===== config.mk =====
export PLATFORM = sky130hd
export DESIGN_NAME = friscv_mem_loader
export DESIGN_NICKNAME = d
export VERILOG_FILES = /design/src/rtl/friscv_mem_loader_pkg.sv /design/src/rtl/friscv_byte_packer.sv /design/src/rtl/friscv_mem_loader.sv
export SDC_FILE = /design/constraint.sdc
export NUM_CORES = 1
export LEC_CHECK = 0
export ABC_AREA = 1
export BUFFER_PORTS_ARGS = -buffer_cell sky130_fd_sc_hd__buf_4
export CAP_MARGIN = 20
export CORE_MARGIN = 2
export CORE_UTILIZATION = 55
export DETAILED_ROUTE_END_ITERATION = 16
export PLACE_DENSITY = 0.85
export SLEW_MARGIN = 0
export SYNTH_ARGS = -nofsm -noshare
export SYNTH_HDL_FRONTEND = slang
export SYNTH_SLANG_ARGS = --single-unit

===== constraint.sdc =====
create_clock -name clk -period 2.2 [get_ports clk]
set_input_delay 0.22 -clock clk [delete_from_list [all_inputs] [get_ports clk]]
set_output_delay 0.22 -clock clk [all_outputs]
set_load 0.03 [all_outputs]

===== src/rtl/friscv_mem_loader_pkg.sv =====
// friscv_sv_pkg: loader command bytes, FSM state and write-target types shared by the memory loader.
package friscv_sv_pkg;
  localparam logic [7:0] LD_CMD_LOAD_IMEM = 8'h01;
  localparam logic [7:0] LD_CMD_LOAD_DMEM = 8'h02;
  localparam logic [7:0] LD_CMD_RUN       = 8'h03;
  localparam logic [7:0] LD_CMD_HALT      = 8'h04;
  typedef enum logic [1:0] {LD_IDLE, LD_HDR, LD_DATA, LD_RUN} loader_state_t;
  typedef enum logic {TGT_IMEM, TGT_DMEM} ld_target_t;
endpackage


===== src/rtl/friscv_byte_packer.sv =====
// friscv_byte_packer: packs a byte stream LSB-first into ARCH-bit words.
//  clk, rst_n     clock, async active-low reset
//  valid_i/data_i accepted byte
//  idx_o          byte position the next accepted byte will occupy (0..3)
//  word_o         last completed word, held until the next one completes
//  word_valid_o   one-cycle pulse in the cycle after the 4th byte of a word
module friscv_byte_packer #(
  parameter int ARCH = 32
) (
  input  logic            clk,
  input  logic            rst_n,
  input  logic            valid_i,
  input  logic [7:0]      data_i,
  output logic [1:0]      idx_o,
  output logic [ARCH-1:0] word_o,
  output logic            word_valid_o
);
  logic [1:0]      idx_q;
  logic [ARCH-9:0] buf_q;
  logic [ARCH-1:0] word_q;
  logic            vld_q;
  always_ff @(posedge clk or negedge rst_n) begin
    if (!rst_n) begin
      idx_q  <= '0;
      buf_q  <= '0;
      word_q <= '0;
      vld_q  <= 1'b0;
    end else begin
      vld_q <= valid_i && idx_q == 2'd3;
      if (valid_i) begin
        idx_q <= idx_q + 2'd1;
        buf_q <= {data_i, buf_q[ARCH-9:8]};
        if (idx_q == 2'd3) word_q <= {data_i, buf_q};
      end
    end
  end
  assign idx_o        = idx_q;
  assign word_o       = word_q;
  assign word_valid_o = vld_q;
endmodule


===== src/rtl/friscv_mem_loader.sv =====
// friscv_mem_loader: byte-stream frame loader writing imem/dmem words and gating the core reset.
//  ld_valid_in/ld_ready_out/ld_data_in  byte channel (never back-pressures once out of reset)
//  mem_addr_out/mem_wdata_out           byte address and word of the current write
//  imem_we_out/dmem_we_out              one-cycle write strobes
//  core_rst_n_out                       core reset, released only in RUN
//  busy_out/err_out/words_loaded_out    frame in progress, sticky bad command, words written
module friscv_mem_loader
  import friscv_sv_pkg::*;
#(
  parameter int ARCH             = 32,
  parameter int IMEM_DEPTH_WORDS = 1024,
  parameter int DMEM_DEPTH_WORDS = 1024,
  parameter int CNT_WIDTH        = 16
) (
  input  logic                 clk,
  input  logic                 rst_n,
  input  logic                 ld_valid_in,
  output logic                 ld_ready_out,
  input  logic [7:0]           ld_data_in,
  output logic [CNT_WIDTH+1:0] mem_addr_out,
  output logic [ARCH-1:0]      mem_wdata_out,
  output logic                 imem_we_out,
  output logic                 dmem_we_out,
  output logic                 core_rst_n_out,
  output logic                 busy_out,
  output logic                 err_out,
  output logic [CNT_WIDTH-1:0] words_loaded_out
);
  localparam logic [CNT_WIDTH-1:0] IMASK = CNT_WIDTH'(IMEM_DEPTH_WORDS - 1);
  localparam logic [CNT_WIDTH-1:0] DMASK = CNT_WIDTH'(DMEM_DEPTH_WORDS - 1);
  localparam logic [CNT_WIDTH-1:0] ONE   = CNT_WIDTH'(1);
  loader_state_t        state_q;
  ld_target_t           tgt_q;
  logic                 ready_q, err_q, core_rst_n_q;
  logic [23:0]          hdr_q;
  logic [1:0]           hcnt_q;
  logic [CNT_WIDTH-1:0] addr_q, rem_q, words_q;
  logic                 acc, pk_vld;
  logic [1:0]           pk_idx;
  logic [CNT_WIDTH-1:0] mask, hdr_addr, hdr_cnt;
  assign acc      = ld_valid_in && ready_q;
  assign mask     = tgt_q == TGT_IMEM ? IMASK : DMASK;
  // hdr_q holds {cnt_lo, addr_hi, addr_lo} once three header bytes are in; the live byte is cnt_hi
  assign hdr_addr = CNT_WIDTH'(hdr_q[15:0]);
  assign hdr_cnt  = CNT_WIDTH'({ld_data_in, hdr_q[23:16]});
  friscv_byte_packer #(.ARCH(ARCH)) u_packer (
    .clk         (clk),
    .rst_n       (rst_n),
    .valid_i     (acc && state_q == LD_DATA),
    .data_i      (ld_data_in),
    .idx_o       (pk_idx),
    .word_o      (mem_wdata_out),
    .word_valid_o(pk_vld)
  );
  // The frame ends on the last data byte, so the final strobe lands in IDLE and a following
  // command byte may share that cycle; a LOAD there still wins over the counter updates below.
  always_ff @(posedge clk or negedge rst_n) begin
    if (!rst_n) begin
      state_q      <= LD_IDLE;
      tgt_q        <= TGT_IMEM;
      ready_q      <= 1'b0;
      err_q        <= 1'b0;
      core_rst_n_q <= 1'b0;
      hdr_q        <= '0;
      hcnt_q       <= '0;
      addr_q       <= '0;
      rem_q        <= '0;
      words_q      <= '0;
    end else begin
      ready_q <= 1'b1;
      if (pk_vld) begin
        addr_q  <= (addr_q + ONE) & mask;
        words_q <= words_q + ONE;
      end
      case (state_q)
        LD_IDLE: if (acc) begin
          if (ld_data_in == LD_CMD_LOAD_IMEM || ld_data_in == LD_CMD_LOAD_DMEM) begin
            state_q <= LD_HDR;
            tgt_q   <= ld_data_in == LD_CMD_LOAD_IMEM ? TGT_IMEM : TGT_DMEM;
            err_q   <= 1'b0;
            words_q <= '0;
            hcnt_q  <= '0;
          end else if (ld_data_in == LD_CMD_RUN) begin
            state_q      <= LD_RUN;
            core_rst_n_q <= 1'b1;
            err_q        <= 1'b0;
          end else begin
            err_q <= ld_data_in != LD_CMD_HALT;
          end
        end
        LD_HDR: if (acc) begin
          hdr_q  <= {ld_data_in, hdr_q[23:8]};
          hcnt_q <= hcnt_q + 2'd1;
          if (hcnt_q == 2'd3) begin
            addr_q  <= hdr_addr & mask;
            rem_q   <= hdr_cnt;
            state_q <= hdr_cnt == '0 ? LD_IDLE : LD_DATA;
          end
        end
        LD_DATA: if (acc && pk_idx == 2'd3) begin
          rem_q <= rem_q - ONE;
          if (rem_q == ONE) state_q <= LD_IDLE;
        end
        LD_RUN: if (acc && ld_data_in == LD_CMD_HALT) begin
          state_q      <= LD_IDLE;
          core_rst_n_q <= 1'b0;
        end
        default: state_q <= LD_IDLE;
      endcase
    end
  end
  assign ld_ready_out     = ready_q;
  assign mem_addr_out     = {addr_q, 2'b00};
  assign imem_we_out      = pk_vld && tgt_q == TGT_IMEM;
  assign dmem_we_out      = pk_vld && tgt_q == TGT_DMEM;
  assign core_rst_n_out   = core_rst_n_q;
  assign busy_out         = state_q == LD_HDR || state_q == LD_DATA;
  assign err_out          = err_q;
  assign words_loaded_out = words_q;
endmodule


==> impl_metrics.env <==
export IMPL_worstSetupStartpointType="flop"
export IMPL_critical_path_top_delay_family="buffers and inverters"
export IMPL_synth_top_cells_by_area="sky130_fd_sc_hd__dfrtp_1, sky130_fd_sc_hd__nand2_1, sky130_fd_sc_hd__o21ai_0, sky130_fd_sc_hd__inv_1, sky130_fd_sc_hd__nor2_1"
export IMPL_ctsHtreeMaxLevel=4
export IMPL_initial_util_pct=56.91
export IMPL_die_area_um2=12860
export IMPL_post_synth_instance_area_um2=6581
export IMPL_route_antenna_remaining_nets=0
export IMPL_tritoncts_clock_tree="built"
export IMPL_finalSetupViolations=0
export IMPL_synth_lib_cells_used_distinct=43
export IMPL_synth_edf_count=0
export IMPL_timing_final_max_slew_violations=0
export IMPL_synth_yosys_seq_area_share_pct=52.85
export IMPL_nets=886
export IMPL_synth_cells=780
export IMPL_clock_fmax_ghz=0.5298
export IMPL_layout_drive_gt1_share_pct=18.84
export IMPL_first_global_vias=5229
export IMPL_rsz_0062_raised_after_global_routing="false"
export IMPL_grt_antenna_before_repair=0
export IMPL_core_area_um2=11560
export IMPL_pin_count=83
export IMPL_critPathArrivalTime_ns=2.22
export IMPL_crit_required_ns=2.54
export IMPL_timing_setup_critical_path_class="reg -> reg"
export IMPL_antenna_cells=0
export IMPL_timing_slew_headroom_pct=62.21
export IMPL_ir_worst_vdd_mv=0.6552
export IMPL_critical_path_buf_inv_count=3
export IMPL_synth_yosys_warnings=0
export IMPL_synth_top_cell_by_area="sky130_fd_sc_hd__dfrtp_1"
export IMPL_critical_path_maximum_fanout=63
export IMPL_gp_routability_congestion=0.9107
export IMPL_clock_skew_final_ns=0.01886
export IMPL_slowest_stage="sky130_fd_sc_hd__buf_4"
export IMPL_asyncSetResetFlopFracSynth_pct=100.0
export IMPL_average_wire_per_standard_cell_um=14.35
export IMPL_synthToLayoutAreaGrowth_pct=19.39
export IMPL_final_util_pct=67.94
export IMPL_grt_max_degree=64
export IMPL_worst_tran_pin_value_ns=0.5669
export IMPL_synthFlopType="sky130_fd_sc_hd__dfrtp_1"
export IMPL_post_route_drc_count=0
export IMPL_floorplan_rows=39
export IMPL_cts_repair_timing_setup_buffer_count=0
export IMPL_total_power_density_per_cell_area_nw_per_um2=1320
export IMPL_worst_path_largest_cell_delay_ns=0.47
export IMPL_result_of_the_run="finished, final reports clean"
export IMPL_worstSkewPairLatency_ns=0.43
export IMPL_cts_buffers=17
export IMPL_first_pass_iters=6
export IMPL_fin_crit_ns=1.887
export IMPL_hold_path_class="in -> reg"
export IMPL_die_height_um=113.4
export IMPL_syn_avg_cell_area_um2=8.438
export IMPL_timing_critical_path_to_type="flop"
export IMPL_setup_tns_ns=0
export IMPL_num_vias=5371
export IMPL_synthDominantCellAreaShare_pct=52.85
export IMPL_ctsRootBufferMaster="sky130_fd_sc_hd__clkbuf_16"
export IMPL_timing_final_crit_share_pct=85.79
export IMPL_die_boundary_width_um=113.4
export IMPL_synth_ff_latch_count=139
export IMPL_timing_hold_violations_final=0
export IMPL_worst_setup_hold_path_clk_slew_ns=0.06
export IMPL_max_cap_violations=0
export IMPL_clock_sink_count=139
export IMPL_grt_first_pass_wirelength_um=24580
export IMPL_average_vias_per_placed_instance=5.271
export IMPL_drt_wl_total_um=14620
export IMPL_static_leakage_power_nw=3.876
export IMPL_cp_cell_sequence="inv_1, ha_1, inv_4, nor2_4, nand2_2, buf_4, nand2_1, o21ai_0"
export IMPL_placement_io_buffers=80
export IMPL_dp_final_hpwl_um=10120
export IMPL_dr_first_iter_drc_count=406
export IMPL_grtUsageTotal_pct=24.39
export IMPL_global_route_overflow_total=0
export IMPL_clockBufferDepth=2
export IMPL_power_w=0.01037
[layout by cell type (no fill, tap or decap), types with 5 or more instances in the layout]
| master | instances |
|---|---|
| sky130_fd_sc_hd__xor2_1 | 11 |
| sky130_fd_sc_hd__dfrtp_1 | 139 |
| sky130_fd_sc_hd__nand2_1 | 196 |
| sky130_fd_sc_hd__a21oi_1 | 26 |
| sky130_fd_sc_hd__o21ai_1 | 24 |
| sky130_fd_sc_hd__ha_1 | 11 |
| sky130_fd_sc_hd__nand3_1 | 23 |
| sky130_fd_sc_hd__nor2_1 | 66 |
| sky130_fd_sc_hd__clkbuf_16 | 17 |
| sky130_fd_sc_hd__nor2_2 | 11 |
| sky130_fd_sc_hd__inv_2 | 7 |
| sky130_fd_sc_hd__buf_4 | 89 |
| sky130_fd_sc_hd__nor2_4 | 5 |
| sky130_fd_sc_hd__inv_1 | 95 |
| sky130_fd_sc_hd__o21ai_0 | 83 |
| sky130_fd_sc_hd__nand4_1 | 8 |
[power breakdown]
part | switching [W] | internal, W | total [W]
clock | 0.00106 | 0.00169 | 0.00275
sequential | 0.000667 | 0.00347 | 0.00414
combinational | 0.00226 | 0.00122 | 0.00348
total | 0.00399 | 0.00638 | 0.0104
[cells by family (layout without fill, tap and decap cells)]
kind of cell | after synthesis | in the layout | share of synthesized area [%]
buffers and inverters | 132 | 227 | 8.555
and+or+nand+nor | 329 | 329 | 21.90
adders and majority gates | 11 | 11 | 2.091
DFF | 139 | 139 | 52.85
AOI/OAI and AO/OA | 151 | 151 | 12.28
other | 2 | 3 | 0.1141
muxes | 2 | 2 | 0.3422
xor gates and xnor gates | 14 | 14 | 1.863
[worst paths after layout]
check,startpoint,to,slack [ns],cells past startpoint
hold / removal,ld_data_in[4],u_packer.buf_q[20],0.06,3
max in group asynchronous,rst_n,u_packer.word_o[11],1.10,3
min in group asynchronous,rst_n,u_packer.buf_q[21],0.26,2
setup / recovery,state_q[0],u_packer.word_o[26],0.31,8
setup reg to reg,state_q[0],u_packer.word_o[26],0.31,8
hold reg to reg,u_packer.buf_q[13],u_packer.buf_q[5],0.48,2
[worst register-to-register path, stage by stage, from the launching register on]
cell,delay (ns)
sky130_fd_sc_hd__dfrtp_1,0.40
sky130_fd_sc_hd__inv_1,0.10
sky130_fd_sc_hd__ha_1,0.24
sky130_fd_sc_hd__inv_4,0.18
sky130_fd_sc_hd__nor2_4,0.07
sky130_fd_sc_hd__nand2_2,0.06
sky130_fd_sc_hd__buf_4,0.47
sky130_fd_sc_hd__nand2_1,0.17
sky130_fd_sc_hd__o21ai_0,0.13
[cell type report]
class	instances	area, um^2
flip-flops and latches	139	3478
clock inverters	10	117.6
multi-input cells	510	2544
fillers	887	3707
inverters	105	399.1
clock buffers	21	450.4
repair buffers	91	689.4
well taps	143	178.9
[repair_timing]
action	4_1_cts	5_1_grt
hold buffers	1	0
resized for setup	0	0
hold endpoints to repair	39	0
[cell usage after synthesis, types with 2 or more instances]
master,count
sky130_fd_sc_hd__nand2_1,196
sky130_fd_sc_hd__dfrtp_1,139
sky130_fd_sc_hd__inv_1,95
sky130_fd_sc_hd__o21ai_0,83
sky130_fd_sc_hd__nor2_1,66
sky130_fd_sc_hd__a21oi_1,26
sky130_fd_sc_hd__o21ai_1,24
sky130_fd_sc_hd__nand3_1,23
sky130_fd_sc_hd__ha_1,11
sky130_fd_sc_hd__nor2_2,11
sky130_fd_sc_hd__xor2_1,11
sky130_fd_sc_hd__buf_2,10
sky130_fd_sc_hd__buf_4,9
sky130_fd_sc_hd__nand4_1,8
sky130_fd_sc_hd__inv_2,7
sky130_fd_sc_hd__clkbuf_1,5
sky130_fd_sc_hd__nor2_4,5
sky130_fd_sc_hd__nand2_2,4
sky130_fd_sc_hd__nand3_2,4
sky130_fd_sc_hd__nor3_1,4
sky130_fd_sc_hd__o22ai_1,3
sky130_fd_sc_hd__xnor2_1,3
sky130_fd_sc_hd__a22oi_2,2
sky130_fd_sc_hd__a31oi_1,2
sky130_fd_sc_hd__buf_6,2
sky130_fd_sc_hd__conb_1,2
sky130_fd_sc_hd__inv_4,2
sky130_fd_sc_hd__mux2_2,2
sky130_fd_sc_hd__nand2_4,2
sky130_fd_sc_hd__o211ai_1,2
sky130_fd_sc_hd__o21a_1,2
sky130_fd_sc_hd__o21ai_2,2
sky130_fd_sc_hd__o31ai_1,2
sky130_fd_sc_hd__or2_2,2
[stage by stage]
| stage | cells | hold WS, ns | area (um^2) | setup slack, ns |
|---|---|---|---|---|
| after floorplan | 781 | -0.07559 | 6585 | 0.6291 |
| after detailed placement | 987 | 0.1515 | 7279 | 0.3380 |
| final | 1019 | 0.05738 | 7858 | 0.3126 |
| after global placement | 987 | 0.1539 | 7279 | 0.4510 |
| after global routing | 1019 | 0.05104 | 7858 | 0.1684 |
| after CTS | 1019 | 0.05185 | 7858 | 0.3005 |
[state kept, by name (all words and copies together), names as in the netlist]
name / count
words_loaded_out: 16
ld_ready_out: 1
hdr_q: 24
addr_q: 16
core_rst_n_out: 1
state_q: 2
u_packer.word_o: 32
tgt_q: 1
u_packer.buf_q: 24
hcnt_q: 2
rem_q: 16
u_packer.word_valid_o: 1
err_out: 1
u_packer.idx_o: 2
[per-layer routing]
metal  global-route usage (%)  up-vias  share of wire (%)
met5                        0        -                  0
met4                    8.943        0                2.1
met3                    6.801       28                5.3
met2                    40.16      177                 50
met1                    31.14     2534                 43
li1                         -     2632                  -
Note: power is estimated with default switching activity, not from simulation.
